<file path="src/rtl/temporizador_mmss.sv">
// MM:SS BCD countdown timer with load/start/stop control and a 1 Hz tick enable.
// Digits, running and done are registered; zero is decoded from the digit registers.
module temporizador_mmss #(
  parameter int SEC_TENS_MAX = 5
) (
  input  logic        clk,
  input  logic        reset,
  input  logic [15:0] data,
  input  logic        load,
  input  logic        start,
  input  logic        stop,
  input  logic        tick,
  output logic [3:0]  sec_ones,
  output logic [3:0]  sec_tens,
  output logic [3:0]  min_ones,
  output logic [3:0]  min_tens,
  output logic        running,
  output logic        zero,
  output logic        done
);

  localparam logic [3:0] ST_MAX = 4'(SEC_TENS_MAX);

  typedef enum logic [1:0] {
    IDLE  = 2'd0,
    RUN   = 2'd1,
    PAUSE = 2'd2,
    DONE  = 2'd3
  } state_t;

  state_t     state_reg;
  logic [3:0] sat_digit [4];
  logic       last_sec;

  // Nibble 1 is the seconds-tens digit; every other digit caps at 9.
  for (genvar gi = 0; gi < 4; gi++) begin : g_sat
    localparam logic [3:0] LIM = (gi == 1) ? ST_MAX : 4'd9;
    assign sat_digit[gi] = (data[gi*4 +: 4] > LIM) ? LIM : data[gi*4 +: 4];
  end

  assign zero     = (min_tens == 4'd0) && (min_ones == 4'd0) &&
                    (sec_tens == 4'd0) && (sec_ones == 4'd0);
  assign last_sec = (min_tens == 4'd0) && (min_ones == 4'd0) &&
                    (sec_tens == 4'd0) && (sec_ones == 4'd1);

  always_ff @(posedge clk or negedge reset) begin
    if (!reset) begin
      state_reg <= IDLE;
      sec_ones  <= 4'd0;
      sec_tens  <= 4'd0;
      min_ones  <= 4'd0;
      min_tens  <= 4'd0;
      running   <= 1'b0;
      done      <= 1'b0;
    end else begin
      done <= 1'b0;
      if (stop) begin
        running <= 1'b0;
        if (state_reg == RUN) begin
          state_reg <= PAUSE;
        end else begin
          state_reg <= IDLE;
          sec_ones  <= 4'd0;
          sec_tens  <= 4'd0;
          min_ones  <= 4'd0;
          min_tens  <= 4'd0;
        end
      end else if (load && state_reg != RUN) begin
        state_reg <= IDLE;
        running   <= 1'b0;
        sec_ones  <= sat_digit[0];
        sec_tens  <= sat_digit[1];
        min_ones  <= sat_digit[2];
        min_tens  <= sat_digit[3];
      end else if (start && (state_reg == IDLE || state_reg == PAUSE) && !zero) begin
        state_reg <= RUN;
        running   <= 1'b1;
      end else if (tick && state_reg == RUN && !zero) begin
        // Reaching 00:00 leaves RUN on the same edge so zero never lingers in RUN.
        if (last_sec) begin
          state_reg <= DONE;
          running   <= 1'b0;
          done      <= 1'b1;
        end
        if (sec_ones != 4'd0) begin
          sec_ones <= sec_ones - 4'd1;
        end else begin
          sec_ones <= 4'd9;
          if (sec_tens != 4'd0) begin
            sec_tens <= sec_tens - 4'd1;
          end else begin
            sec_tens <= ST_MAX;
            if (min_ones != 4'd0) begin
              min_ones <= min_ones - 4'd1;
            end else begin
              min_ones <= 4'd9;
              min_tens <= min_tens - 4'd1;
            end
          end
        end
      end
    end
  end

endmodule

</file>
<file path="config.mk">
export PLATFORM = sky130hd
export DESIGN_NAME = temporizador_mmss
export DESIGN_NICKNAME = d
export VERILOG_FILES = /design/src/rtl/temporizador_mmss.sv
export SDC_FILE = /design/constraint.sdc
export NUM_CORES = 1
export LEC_CHECK = 0
export CAP_MARGIN = 10
export CORE_ASPECT_RATIO = 2
export CORE_UTILIZATION = 49
export DETAILED_ROUTE_END_ITERATION = 8
export GPL_TIMING_DRIVEN = 0
export PLACE_DENSITY = 0.78
export SYNTH_ARGS = -nofsm -noshare
export SYNTH_HDL_FRONTEND = slang
export SYNTH_SLANG_ARGS = --single-unit
</file>
<file path="constraint.sdc">
create_clock -name clk -period 2.74 [get_ports clk]
set_input_delay 0.548 -clock clk [delete_from_list [all_inputs] [get_ports clk]]
set_output_delay 0.548 -clock clk [all_outputs]
set_load 0.1 [all_outputs]
</file>
==> impl_metrics.env <==
export IMPL_synth_distinct_cells=52
export IMPL_slew_violations=0
export IMPL_endpoint_kind="output port"
export IMPL_clk_path_buf_depth=2
export IMPL_synth_seq_area_share_pct=31.42
export IMPL_hpwl_um=3658
export IMPL_ys_async_sr_fraction_pct=100.0
export IMPL_critPathRequiredTime_ns=2.19
export IMPL_vias=1724
export IMPL_io_pin_count=41
export IMPL_max_cap_violations=0
export IMPL_tightest_slew_ns=0.9735
export IMPL_vias_per_cell=6.708
export IMPL_synth_area_top_cells="dfrtp_1, ha_1, inv_1, a21oi_1, o21ai_0"
export IMPL_final_common_cell="clkdlybuf4s50_1"
export IMPL_status="finished clean"
export IMPL_worstPathArrival_ns=2.12
export IMPL_hold_path_class="reg2reg"
export IMPL_synth_largest_area_cell="dfrtp_1"
export IMPL_clock_skew_ns=0.002779
export IMPL_std_cell_rows=29
export IMPL_htree_num_levels=1
export IMPL_syn2layout_area_growth_pct=33.70
export IMPL_antenna_found_initial=0
export IMPL_finalSetupTns_ns=0
export IMPL_reg2regPathDepth=5
export IMPL_syn_mean_instance_area_um2=8.752
export IMPL_drt_total_wl_um=4778
export IMPL_hold_violations=0
export IMPL_slew_headroom_pct=34.90
export IMPL_powerDensity_mw_per_mm2=665.3
export IMPL_critical_path_max_stage_delay_ns=0.42
export IMPL_dieArea_mm2=0.003496
export IMPL_ant_nets=0
export IMPL_grt_pass1_vias=1788
export IMPL_yosysWarnings=0
export IMPL_syn_nets=212
export IMPL_syn_area_mm2=0.001593
export IMPL_die_width_um=42.32
export IMPL_rsz0062_at_grt="false"
export IMPL_slowest_stage="dfrtp_2"
export IMPL_final_cell_mix="clkdlybuf4s50_1, inv_1, dfrtp_1"
export IMPL_dp_slack_ns=-0.7636
export IMPL_grt_use_total_pct=28.78
export IMPL_critical_path_class="reg2out"
export IMPL_instances_no_fill=257
export IMPL_path_max_fanout=6
export IMPL_ys_flop_type="dfrtp_1"
export IMPL_first_iter_violations=58
export IMPL_postSynthCellCount=182
export IMPL_cts_buffers_inserted=3
export IMPL_cts_clk_slew_worst_paths_ns=0.08
export IMPL_yosysTopAreaCellShare_pct=31.42
export IMPL_portBuffers=40
export IMPL_grt_ovfl_total=0
export IMPL_synth_edff_count=0
export IMPL_irDropWorstVdd_uv=423.1
export IMPL_max_freq_ghz=0.3749
export IMPL_place_inst=253
export IMPL_cp_start_kind="flop"
export IMPL_place_gp_congestion=0.9275
export IMPL_nNetsFinal=257
export IMPL_fin_crit_sh_pct=97.34
export IMPL_core_area_mm2=0.003120
export IMPL_postCtsSetupRepairBufs=0
export IMPL_holdWs_ns=0.5536
export IMPL_setup_violations=0
export IMPL_fillers=279
export IMPL_drive_above_1_share_pct=10.18
export IMPL_cts_root_buf="clkbuf_8"
export IMPL_routedWlPerCell_um=18.59
export IMPL_setup_slack_ns=0.07284
export IMPL_cts_tree="yes"
export IMPL_p_leak_nw=0.8118
export IMPL_grt_pass1_wl_um=7769
export IMPL_power_mw=1.417
export IMPL_synth_seq_cells=20
export IMPL_grt_max_degree=21
export IMPL_path_cells="inv_1, ha_1, nor3b_2, nand4_1, clkinvlp_4, buf_4"
export IMPL_clkSinkCount=20
export IMPL_start_util_pct=51.04
export IMPL_dieHeight_um=82.63
export IMPL_whs_path_depth=1
export IMPL_firstDrtPassIters=4
export IMPL_diodes=0
export IMPL_clock_latency_ns=0.27
export IMPL_min_period_ns=2.667
export IMPL_remaining_drc_errors=0
-- routing by layer --
metal	routed length [um]	global-route usage (%)
met3	214	1.304
met1	1744	29.84
met2	2569	53.54
met5	0	0
met4	249	20.94
-- worst paths after layout --
path | slack (ns) | startpoint | end
max reg2reg | 0.46 | sec_tens[0] | min_ones[0]
max in group asynchronous | 1.27 | reset | sec_ones[1]
min in group asynchronous | 0.82 | reset | min_tens[1]
max | 0.07 | min_tens[0] | zero
min | 0.55 | sec_ones[1] | sec_ones[1]
min reg2reg | 0.55 | sec_ones[1] | sec_ones[1]
-- critical path, delay by kind of cell, from the launching register on --
| family | cells | cell delay [ns] |
|---|---|---|
| fa+ha+maj | 1 | 0.18 |
| buf+inv | 3 | 0.50 |
| flops | 1 | 0.42 |
| simple gates | 2 | 0.74 |
-- power by group --
part           switching [mW]  total (mW)  internal [mW]
clock network           0.107       0.235          0.128
registers              0.0648       0.402          0.337
logic                   0.531       0.780          0.248
-- metrics by stage --
| step | utilization, % | instance area (um^2) |
|---|---|---|
| detailed placement | 65.48 | 2043 |
| CTS | 67.64 | 2111 |
| global route | 68.24 | 2130 |
| floorplan | - | 1604 |
| global placement | 65.48 | 2043 |
| finish | 68.24 | 2130 |
-- repair_timing --
action / CTS / global route
hold buffers: 0 / 0
gates resized for setup: 9 / 3
pin swaps: 0 / 0
setup endpoints to repair: 1 / 1
-- synth_stat cells (2+ instances only) --
cell / count
a2111oi_0: 3
a211o_1: 3
a211oi_1: 4
a21oi_1: 11
a221o_1: 3
a311oi_1: 2
a31oi_1: 2
and3b_1: 3
clkbuf_1: 7
dfrtp_1: 20
ha_1: 8
inv_1: 15
mux2_2: 2
mux2i_1: 2
nand2_1: 5
nand3_1: 7
nand3b_1: 3
nand4_1: 4
nand4b_1: 2
nor2_1: 9
nor2b_1: 4
nor3_1: 6
nor3b_1: 3
nor4_1: 3
nor4b_1: 3
o211ai_1: 4
o21a_1: 4
o21ai_0: 9
o21ai_1: 2
o2bb2ai_1: 3
o31ai_1: 4
or3b_1: 2
-- area by class of cell --
cell class	instances	area, um^2	share of cell area, %
Tap cell	31	38.79	1.821
Clock buffer	4	55.05	2.585
Sequential cell	20	508.0	23.85
Multi-Input combinational cell	139	1039	48.77
Timing Repair Buffer	40	397.9	18.68
Buffer	8	31.28	1.469
Inverter	15	60.06	2.820
-- cells by family after synthesis --
| family | count (synthesis) | share of synthesized area [%] |
|---|---|---|
| flops | 20 | 31.42 |
| fa+ha+maj | 8 | 6.285 |
| mux | 5 | 3.378 |
| compound gates | 63 | 28.60 |
| buf+inv | 23 | 5.499 |
| simple gates | 63 | 24.82 |
Power figures use the tool's default switching activity.
